`src/rtl/alu_share_arb.sv`:
```
// alu_share_arb: round-robin sharing of one combinational ALU between two
// requesters (port 0 = EX stage, port 1 = secondary unit). Operands are
// forwarded combinationally to the ALU; the result comes back registered
// one cycle after acceptance with a per-requester response strobe.
// Optional feature macro: ALU_OP_CHECK_EN -- rejects ctrl codes outside
// {000,001,010,110,111}: the op is still accepted, the ALU sees idle values
// and the response carries rsp_result=0, rsp_zero=1, rsp_err=1.
module alu_share_arb #(
   parameter int unsigned WIDTH   = 32,
   parameter logic        RR_INIT = 1'b0
) (
   input  logic             clk,
   input  logic             reset_n,
   input  logic             flush,
   input  logic             req0_valid,
   output logic             req0_ready,
   input  logic [WIDTH-1:0] req0_a,
   input  logic [WIDTH-1:0] req0_b,
   input  logic [2:0]       req0_ctrl,
   input  logic             req1_valid,
   output logic             req1_ready,
   input  logic [WIDTH-1:0] req1_a,
   input  logic [WIDTH-1:0] req1_b,
   input  logic [2:0]       req1_ctrl,
   output logic [WIDTH-1:0] alu_srcA,
   output logic [WIDTH-1:0] alu_srcB,
   output logic [2:0]       alu_ctrl,
   input  logic [WIDTH-1:0] alu_result,
   input  logic             alu_zero,
   output logic             rsp0_valid,
   output logic             rsp1_valid,
   output logic [WIDTH-1:0] rsp_result,
   output logic             rsp_zero,
   output logic             rsp_err
);

   // ptr names the requester that wins when both are valid
   logic             ptr;
   logic             gnt0;
   logic             gnt1;
   logic             accept;
   logic [WIDTH-1:0] sel_a;
   logic [WIDTH-1:0] sel_b;
   logic [2:0]       sel_ctrl;
`ifdef ALU_OP_CHECK_EN
   logic             illegal;
`endif

   // grant selection and handshake; flush or reset suppress acceptance
   always_comb begin
      gnt0       = req0_valid && (!req1_valid || !ptr);
      gnt1       = req1_valid && (!req0_valid ||  ptr);
      req0_ready = gnt0 && reset_n && !flush;
      req1_ready = gnt1 && reset_n && !flush;
      accept     = req0_ready || req1_ready;
   end

   // select the granted requester's operation; idle values when no grant
   always_comb begin
      sel_a    = '0;
      sel_b    = '0;
      sel_ctrl = 3'b000;
      if (gnt0) begin
         sel_a    = req0_a;
         sel_b    = req0_b;
         sel_ctrl = req0_ctrl;
      end else if (gnt1) begin
         sel_a    = req1_a;
         sel_b    = req1_b;
         sel_ctrl = req1_ctrl;
      end
   end

`ifdef ALU_OP_CHECK_EN
   // flag a granted op whose ctrl code the ALU does not implement
   always_comb begin
      illegal = (gnt0 || gnt1) &&
                !(sel_ctrl inside {3'b000, 3'b001, 3'b010, 3'b110, 3'b111});
   end
`endif

   // drive the ALU; rejected ops are replaced by the idle operation
   always_comb begin
      alu_srcA = sel_a;
      alu_srcB = sel_b;
      alu_ctrl = sel_ctrl;
`ifdef ALU_OP_CHECK_EN
      if (illegal) begin
         alu_srcA = '0;
         alu_srcB = '0;
         alu_ctrl = 3'b000;
      end
`endif
   end

   // capture the response, pulse the winner's strobe, rotate the pointer
   always_ff @(posedge clk) begin
      if (!reset_n) begin
         ptr        <= RR_INIT;
         rsp0_valid <= 1'b0;
         rsp1_valid <= 1'b0;
         rsp_result <= '0;
         rsp_zero   <= 1'b0;
      end else begin
         rsp0_valid <= req0_ready;
         rsp1_valid <= req1_ready;
         if (accept) begin
            // winner 0 hands priority to 1, winner 1 hands it back to 0
            ptr        <= req0_ready;
            rsp_result <= alu_result;
            rsp_zero   <= alu_zero;
`ifdef ALU_OP_CHECK_EN
            if (illegal) begin
               rsp_result <= '0;
               rsp_zero   <= 1'b1;
            end
`endif
         end
      end
   end

`ifdef ALU_OP_CHECK_EN
   // record whether the accepted op was rejected
   always_ff @(posedge clk) begin
      if (!reset_n) begin
         rsp_err <= 1'b0;
      end else if (accept) begin
         rsp_err <= illegal;
      end
   end
`else
   assign rsp_err = 1'b0;
`endif

endmodule

```
`config.mk`:
```
export PLATFORM = sky130hd
export DESIGN_NAME = alu_share_arb
export DESIGN_NICKNAME = d
export VERILOG_FILES = /design/src/rtl/alu_share_arb.sv
export SDC_FILE = /design/constraint.sdc
export NUM_CORES = 1
export LEC_CHECK = 0
export CAP_MARGIN = 0
export CORE_AREA = 8 8 102 104
export CTS_BUF_LIST = sky130_fd_sc_hd__clkbuf_16
export DETAILED_ROUTE_END_ITERATION = 7
export DIE_AREA = 0 0 110 112
export DONT_BUFFER_PORTS = 1
export PLACE_DENSITY = 0.38
export SLEW_MARGIN = 20
export SYNTH_ARGS = -nofsm -noshare
export SYNTH_HDL_FRONTEND = slang
export SYNTH_SLANG_ARGS = --single-unit
```
`constraint.sdc`:
```
create_clock -name clk -period 1.5 [get_ports clk]
set_clock_uncertainty 0.15 [all_clocks]
set_input_delay 0.3 -clock clk [delete_from_list [all_inputs] [get_ports clk]]
set_output_delay 0.3 -clock clk [all_outputs]
set_load 0.05 [all_outputs]
```
==> results of run 1 <==
[layer usage]
metal / wire length, µm / track usage, % / up-vias
met5: 0 / 0 / -
met4: 144 / 4.505 / 0
met3: 1448 / 8.261 / 10
met2: 5772 / 27.95 / 135
met1: 3664 / 16.68 / 1116
li1: - / - / 1069
[kinds of logic (layout without fill, tap and decap cells)]
family | count (synthesis) | in the layout | share of synthesized area, %
AO/OA/AOI/OAI | 70 | 70 | 31.02
buffers and inverters | 36 | 92 | 9.161
flip-flops | 36 | 36 | 31.79
multiplexers | 33 | 33 | 14.57
other | 1 | 1 | 0.1654
AND/OR/NAND/NOR | 73 | 73 | 13.30
[registers in the layout, summed over array words and instances, names as in the netlist]
register	cells
rsp0_valid	1
rsp_zero	1
rsp1_valid	1
ptr	1
rsp_result	32
[cells in the final DEF, fill, tap and decap left out, drive strengths merged]
cell,n
clkbuf,7
mux2i,33
and3b,2
dfxtp,36
nand2,67
nor2b,1
clkinv,2
bufinv,1
conb,1
nand2b,1
a32o,67
a21boi,1
buf,82
o21ba,1
and4b,2
o221a,1
[Yosys cell counts, drive strengths merged]
cell type  number  area share (%)
o221a           1            0.50
clkbuf         14             2.3
a32o           67              30
o21ba           1            0.44
dfxtp          36              32
a21boi          1            0.50
buf            22             6.8
nand2b          1            0.28
mux2i          33              15
and3b           2            0.77
nand2          67              11
and4b           2            0.88
nor2b           1            0.28
conb            1            0.17
[timing repair]
action                     in CTS  in global routing
pin swaps                       1                  3
resized for setup               1                  0
buffers inserted                0                  1
gates cloned                    0                  2
setup endpoints to repair      69                 69
[per-stage QoR]
stage | TNS [ps] | hold slack (ps) | cells
6_report | -25110 | 10.32 | 416
5_1_grt | -28070 | 9.120 | 416
4_1_cts | -25130 | 7.050 | 413
3_5_place_dp | -9334 | 299.1 | 405
3_3_place_gp | -8824 | 295.4 | 405
2_1_floorplan | -5072 | 292.2 | 249
[power by group]
group | total, mW | internal, mW | switching (mW)
Clock | 1.14 | 0.771 | 0.367
Sequential | 1.21 | 1.02 | 0.193
Combinational | 1.90 | 0.900 | 1.00
[cell type report]
type	count	area (µm²)	area share (%)
Clock buffer	5	125.1	3.084
Tap cell	111	138.9	3.423
Clock inverter	3	37.54	0.9251
Timing Repair Buffer	84	1592	39.22
Multi-Input combinational cell	177	1443	35.55
Sequential cell	36	721.9	17.79
[worst paths after layout]
| check | to | from | cells past startpoint |
|---|---|---|---|
| max | alu_srcB[7] | ptr | 5 |
| min | rsp_result[6] | alu_result[6] | 2 |
| max reg2reg | rsp0_valid | ptr | 4 |
| min reg2reg | ptr | ptr | 1 |
==> flow_metrics.env, run 1 <==
export IMPL_root_buffer="clkbuf_16"
export IMPL_cts_num_sinks=36
export IMPL_start_util_pct=25.50
export IMPL_viasPerCell=5.601
export IMPL_ys_seq_area_share_pct=31.79
export IMPL_yosys_warnings=0
export IMPL_n_antenna_cell=0
export IMPL_hpwlAfterDp_um=8875
export IMPL_cp_max_fo=34
export IMPL_io_pins=277
export IMPL_cts_tree="yes"
export IMPL_synth_cell_types=16
export IMPL_rsz0062_at_grt="true"
export IMPL_wire_per_inst_um=26.51
export IMPL_slew_headroom_pct=64.55
export IMPL_synth_area_um2=2267
export IMPL_finalWorstSetupSlack_ps=-378.0
export IMPL_routed_wl_um=11030
export IMPL_setup_viol_count_final=69
export IMPL_power_density_nw_per_um2=1047
export IMPL_io_buffers=0
export IMPL_required_ps=1050
export IMPL_cp_common_cell="buf_12"
export IMPL_grt_pass1_wl_um=15180
export IMPL_tightest_slew_ps=531.0
export IMPL_status="complete, but fails checks"
export IMPL_drcViolationCount=0
export IMPL_cap_violations=0
export IMPL_cpLargestDelayFamily="buffers and inverters"
export IMPL_synthesis_nets=421
export IMPL_ys_ff_latch=36
export IMPL_violations="setup timing"
export IMPL_crit_chain="a21boi_4, buf_12, buf_12, a32o_2, buf_12"
export IMPL_syn_area_per_cell_um2=9.105
export IMPL_layout_nets=476
export IMPL_antenna_found_initial=0
export IMPL_grt_pass1_vias=2364
export IMPL_dpl_cell_area_um2=3820
export IMPL_core_um2=8890
export IMPL_max_freq_mhz=532.5
export IMPL_min_period_ps=1878
export IMPL_dieArea_um2=12320
export IMPL_dieWidth_um=110
export IMPL_cp_start_kind="register"
export IMPL_crit_path_max_incr_delay_ps=340
export IMPL_worstSetupPathType="register to output port"
export IMPL_utilization_pct=45.64
export IMPL_cp_end_kind="output port"
export IMPL_grt_usage_pct=16.25
export IMPL_overflow=0
export IMPL_cts_buffers=5
export IMPL_drtIter0Drc=187
export IMPL_finalHoldViolCount=0
export IMPL_cts_hold_buf=0
export IMPL_cts_htree_levels=2
export IMPL_slew_viol_final=0
export IMPL_ir_drop_uv=445.9
export IMPL_hold_class="primary input to register"
export IMPL_die_h_um=112
export IMPL_rows=35
export IMPL_leakage_nw=1.883
export IMPL_cp_slowest_cell="dfxtp_2"
export IMPL_period_share_pct=125.2
export IMPL_filler_cell_count=809
export IMPL_cts_max_path_buffers=2
export IMPL_drive_gt1_share_pct=53.77
export IMPL_p_total_mw=4.249
export IMPL_area_growth_pct=78.97
export IMPL_routabilityCongestion=0.7710
export IMPL_clkTransAtPathRegs_ps=50
export IMPL_crit_arrival_ps=1430
export IMPL_pre_cts_ws_ps=-151.4
export IMPL_synth_cells=249
export IMPL_postLayoutCellArea_um2=4058
export IMPL_clock_latency_ps=270
export IMPL_drt_pass1_iterations=4
export IMPL_grt_max_degree=73
export IMPL_reg2reg_slack_ps=310
export IMPL_path_buf_inv=3
export IMPL_num_vias=2330
export IMPL_ant_nets=0
Note: power is estimated with default switching activity, not from simulation.
==> run 2: changes to the inputs <==
- MAX_ROUTING_LAYER: default -> met4
- PLACE_DENSITY: 0.38 -> 0.36
- clock period: 1.5 -> 2 ns (I/O delays scaled with it)
==> flow_metrics.env, run 2 (synthesis results as in run 1) <==
export IMPL_status="finished clean"
export IMPL_rows=35
export IMPL_slew_headroom_pct=62.66
export IMPL_cp_common_cell="buf_12"
export IMPL_routed_wl_um=11210
export IMPL_p_int_mw=1.823
export IMPL_area_growth_pct=68.21
export IMPL_tightest_slew_ps=559.4
export IMPL_utilization_pct=42.90
export IMPL_mostFrequentLayoutCell="nand2_1"
export IMPL_routabilityCongestion=0.7764
export IMPL_p_total_mw=2.981
export IMPL_ir_drop_uv=486.7
export IMPL_cp_slowest_cell="dfxtp_2"
export IMPL_top_register="rsp_result"
export IMPL_filler_cell_count=863
export IMPL_grt_pass1_vias=2291
export IMPL_multi_input_area_um2=1436
export IMPL_pre_cts_ws_ps=187.7
export IMPL_cts_buffers=5
export IMPL_clock_latency_ps=270
export IMPL_io_buffers=0
export IMPL_crit_chain="a21boi_4, buf_12, buf_12, a32o_1, buf_12"
export IMPL_cpLargestDelayFamily="buffers and inverters"
export IMPL_place_inst=388
export IMPL_most_common_layout_cells="nand2_1 (67), a32o_2 (65), buf_12 (64)"
export IMPL_cp_end_kind="output port"
export IMPL_clkTransAtPathRegs_ps=60
export IMPL_min_period_ps=1984
export IMPL_cts_htree_levels=2
export IMPL_final_setup_tns_ps=0
export IMPL_slew_viol_final=0
export IMPL_finalHoldViolCount=0
export IMPL_drt_pass1_iterations=4
export IMPL_io_pins=277
export IMPL_viasPerCell=5.628
export IMPL_period_share_pct=99.21
export IMPL_layout_nets=461
export IMPL_core_um2=8890
export IMPL_leakage_nw=1.760
export IMPL_wire_per_inst_um=27.96
export IMPL_cts_num_sinks=36
export IMPL_grt_pass1_wl_um=15020
export IMPL_cts_max_path_buffers=2
export IMPL_drcViolationCount=0
export IMPL_overflow=0
export IMPL_required_ps=1450
export IMPL_crit_arrival_ps=1430
export IMPL_dieWidth_um=110
export IMPL_finalWorstSetupSlack_ps=15.82
export IMPL_final_cell_count_no_fill=401
export IMPL_n_antenna_cell=0
export IMPL_pwr_share_clk_pct=24.4
export IMPL_antenna_found_initial=0
export IMPL_setup_viol_count_final=0
export IMPL_num_vias=2257
export IMPL_dieArea_um2=12320
export IMPL_max_freq_mhz=504.0
export IMPL_path_buf_inv=3
export IMPL_crit_path_max_incr_delay_ps=340
export IMPL_grtUsageMet1_pct=16.77
export IMPL_grt_max_degree=73
export IMPL_rsz0062_at_grt="true"
export IMPL_cap_violations=0
export IMPL_grtUsageMet2_pct=29.47
export IMPL_worstSetupPathType="register to output port"
export IMPL_combPwrFrac_pct=43.7
export IMPL_die_h_um=112
export IMPL_largest_register_ffs=32
export IMPL_grt_usage_pct=16.30
export IMPL_power_density_nw_per_um2=781.7
export IMPL_hold_class="primary input to register"
export IMPL_cts_tree="yes"
export IMPL_hpwlAfterDp_um=8632
export IMPL_start_util_pct=25.50
export IMPL_grt_busiest_layer="met2"
export IMPL_swShare_pct=38.84
export IMPL_drive_gt1_share_pct=50.69
export IMPL_root_buffer="clkbuf_16"
export IMPL_cp_max_fo=22
export IMPL_ant_nets=0
export IMPL_grt_use_met3_pct=4.506
export IMPL_switchingPower_mw=1.158
export IMPL_seqPwrFrac_pct=31.8
export IMPL_drtIter0Drc=165
export IMPL_cp_start_kind="register"
export IMPL_seqCellArea_um2=721.9
[run 2: power groups by stage]
stage / registers (mW) / clock network, mW / logic (mW)
6_report: 0.949 / 0.728 / 1.30
5_1_grt: 0.955 / 0.789 / 1.35
4_1_cts: 0.951 / 0.765 / 1.28
3_5_place_dp: 0.965 / 0 / 1.25
3_3_place_gp: 0.965 / 0 / 1.25
2_1_floorplan: 0.950 / 0 / 0.762
[run 2: layout make-up]
class,count,share of cell area (%)
multi-input combinational,177,37.66
timing repair buffer,69,36.12
sequential,36,18.93
tap,111,3.642
clock buffer,5,3.281
clock inverter,3,0.3609
[run 2: final timing paths]
path                  start              to  slack [ps]  cells past startpoint
max reg2reg             ptr      rsp0_valid         830                      4
min          alu_result[14]  rsp_result[14]         110                      2
min reg2reg             ptr             ptr         430                      1
max                     ptr    alu_srcB[26]          20                      5
[run 2: what timing repair did]
| item | CTS | global route |
|---|---|---|
| gates resized for setup | 35 | 25 |
| gates cloned | 1 | 2 |
| setup endpoints to repair | 68 | 64 |
| pin swaps | 0 | 8 |
| hold buffers | 0 | 0 |
| setup buffers | 0 | 2 |
[run 2: per-stage QoR]
stage / hold slack, ps / area, µm²
2_1_floorplan: 392.2 / 2280
3_3_place_gp: 395.2 / 3490
3_5_place_dp: 400.5 / 3490
4_1_cts: 108.6 / 3702
5_1_grt: 108.7 / 3814
6_report: 114.2 / 3814
[run 2: routing by layer]
metal | part of all wire, % | vias to the layer above
met2 | 53 | 130
met3 | 11 | 8
met1 | 35 | 1078
met4 | 0.96 | 0
met5 | 0 | -
li1 | - | 1041
==> run 3: changes to the inputs <==
- ABC_AREA: default -> 1
- PLACE_DENSITY: 0.36 -> 0.42
==> flow_metrics.env, run 3 <==
export IMPL_synth_cell_types=19
export IMPL_cp_start_kind="register"
export IMPL_grt_pass1_vias=2923
export IMPL_cts_num_sinks=36
export IMPL_rsz0062_at_grt="true"
export IMPL_highest_signal_layer="met4"
export IMPL_synth_common_cells="nand3_1 (168), nand2_1 (101), inv_1 (38), dfxtp_1 (36), nor2_1 (33)"
export IMPL_postCtsSetupRepairBufs=0
export IMPL_cp_max_fo=17
export IMPL_min_to="rsp_result[16]"
export IMPL_synth_edf_count=0
export IMPL_ir_drop_uv=608.1
export IMPL_slew_viol_final=0
export IMPL_tightest_slew_ps=563.5
export IMPL_routed_wl_um=13410
export IMPL_synthesis_nets=638
export IMPL_place_inst=606
export IMPL_min_delay_start="reset_n"
export IMPL_cts_tree="yes"
export IMPL_max_freq_mhz=515.9
export IMPL_yosys_area_top_type_share_pct=30.97
export IMPL_route_met2_wl_um=7249
export IMPL_drive_gt1_share_pct=20.36
export IMPL_final_cell_count_no_fill=617
export IMPL_leakage_nw=2.143
export IMPL_finalWorstSetupSlack_ps=61.53
export IMPL_layout_nets=677
export IMPL_filler_cell_count=865
export IMPL_drtIter0Drc=289
export IMPL_synth_area_leaders="nand3_1 (31%), dfxtp_1 (27%), nand2_1 (14%)"
export IMPL_clock_latency_ps=270
export IMPL_cap_violations=0
export IMPL_cts_max_path_buffers=2
export IMPL_cp_end_kind="output port"
export IMPL_cts_hold_buf=0
export IMPL_yosys_warnings=0
export IMPL_utilization_pct=48.54
export IMPL_mostFrequentLayoutCell="nand3_1"
export IMPL_top_register="rsp_result"
export IMPL_async_flop_share_pct=0
export IMPL_synth_area_um2=2715
export IMPL_grt_usage_pct=19.79
export IMPL_reg2reg_slack_ps=330
export IMPL_status="finished clean"
export IMPL_finalHoldViolCount=0
export IMPL_most_common_layout_cells="nand3_1 (168), nand2_1 (101), buf_12 (71)"
export IMPL_ant_nets=0
export IMPL_die_h_um=112
export IMPL_hpwlAfterDp_um=10190
export IMPL_drt_pass1_iterations=6
export IMPL_synth_cells=466
export IMPL_cts_buffers=5
export IMPL_rows=35
export IMPL_synthMostInstantiatedCell="nand3_1"
export IMPL_viasPerCell=5.426
export IMPL_pre_cts_ws_ps=223.6
export IMPL_worstSetupPathType="register to output port"
export IMPL_dieWidth_um=110
export IMPL_ys_seq_area_share_pct=26.54
export IMPL_drcViolationCount=0
export IMPL_synth_flop_cell="dfxtp_1"
export IMPL_worstRegToRegCells=8
export IMPL_syn_area_per_cell_um2=5.826
export IMPL_whs_ps=98.44
export IMPL_slew_headroom_pct=62.38
export IMPL_root_buffer="clkbuf_16"
export IMPL_final_setup_tns_ps=0
export IMPL_dieArea_um2=12320
export IMPL_required_ps=1450
export IMPL_synth_top_area_cell="nand3_1"
export IMPL_period_share_pct=96.92
export IMPL_cts_htree_levels=2
export IMPL_area_growth_pct=58.94
export IMPL_r2r_start="ptr"
export IMPL_start_util_pct=30.54
export IMPL_core_um2=8890
export IMPL_wire_per_inst_um=21.74
export IMPL_setup_viol_count_final=0
export IMPL_ys_ff_latch=36
export IMPL_hold_class="primary input to register"
export IMPL_power_density_nw_per_um2=738.7
export IMPL_grt_pass1_wl_um=18390
export IMPL_num_vias=3348
export IMPL_io_buffers=0
export IMPL_regToRegEndpoint="rsp_result[23]"
export IMPL_dr_wl_met3_um=1391
export IMPL_io_pins=277
export IMPL_largest_register_ffs=32
export IMPL_n_antenna_cell=0
export IMPL_routabilityCongestion=0.8623
export IMPL_crit_arrival_ps=1390
export IMPL_grt_max_degree=70
export IMPL_clkTransAtPathRegs_ps=50
export IMPL_min_period_ps=1938
export IMPL_wl_met1_um=4614
export IMPL_overflow=0
export IMPL_hold_depth=2
export IMPL_antenna_found_initial=0
## run 3: changes by cell type in the layout (fill, tap and decap cells not counted), sizes merged, moves of 2 or more
cell / previous run / this run
mux2i: 33 / 0
nand3: 0 / 169
and3b: 2 / 0
nor2: 0 / 34
nand2: 67 / 103
inv: 0 / 40
a32o: 67 / 0
buf: 67 / 79
a21oi: 0 / 33
and4b: 2 / 0
## run 3: power breakdown
part	internal, mW	switching (mW)
clock	0.452	0.279
sequential	0.773	0.229
combinational	0.641	0.815
total	1.87	1.32
## run 3: worst max-delay path, cell delays in order, from the launching register on
cell and delay [ps]:
dfxtp_4 380, inv_2 50, nand2_4 130, clkbuf_16 210, nand3_1 70, nand2_1 120
buf_12 150
## run 3: how the worst max path moves through the flow
stage | start | end | slack (ps) | cells after the start
2_1_floorplan | req0_valid | alu_srcA[10] | 7 | 5
3_3_place_gp | ptr | req1_ready | 240 | 6
3_5_place_dp | ptr | req1_ready | 220 | 6
4_1_cts | ptr | req1_ready | 20 | 6
5_1_grt | ptr | req1_ready | -10 | 6
6_report | ptr | alu_srcB[25] | 60 | 6
## run 3: metal layers
metal,vias up,global-route usage (%)
li1,1600,-
met1,1546,20.78
met2,192,36.03
met3,10,5.084
met4,0,3.514
met5,-,-
## run 3: final cells by class
| type | count | area, µm² | area share [%] |
|---|---|---|---|
| Clock inverter | 3 | 13.76 | 0.3189 |
| Timing Repair Buffer | 81 | 1555 | 36.04 |
| Sequential cell | 36 | 724.4 | 16.79 |
| Tap cell | 111 | 138.9 | 3.218 |
| Inverter | 40 | 150.1 | 3.479 |
| Multi-Input combinational cell | 341 | 1608 | 37.26 |
| Clock buffer | 5 | 125.1 | 2.899 |
## run 3: stage by stage
stage | instance area (µm²) | power (mW)
CTS | 4249 | 3.206
global placement | 4078 | 2.431
floorplan | 2715 | 1.824
detailed placement | 4078 | 2.444
global route | 4315 | 3.327
finish | 4315 | 3.188
## run 3: repair_timing
| action | CTS | global route |
|---|---|---|
| setup endpoints to repair | 68 | 52 |
| gates cloned | 1 | 2 |
| pin swaps | 0 | 0 |
| resized for setup | 3 | 3 |
## run 3: kinds of logic (layout without fill, tap and decap cells)
logic type | count (synthesis) | in the layout | share of synthesized area [%]
AO/OA/AOI/OAI | 33 | 33 | 7.051
AND/OR/NAND/NOR | 307 | 307 | 51.52
buffers and inverters | 89 | 129 | 14.75
other | 1 | 1 | 0.1381
flip-flops | 36 | 36 | 26.54
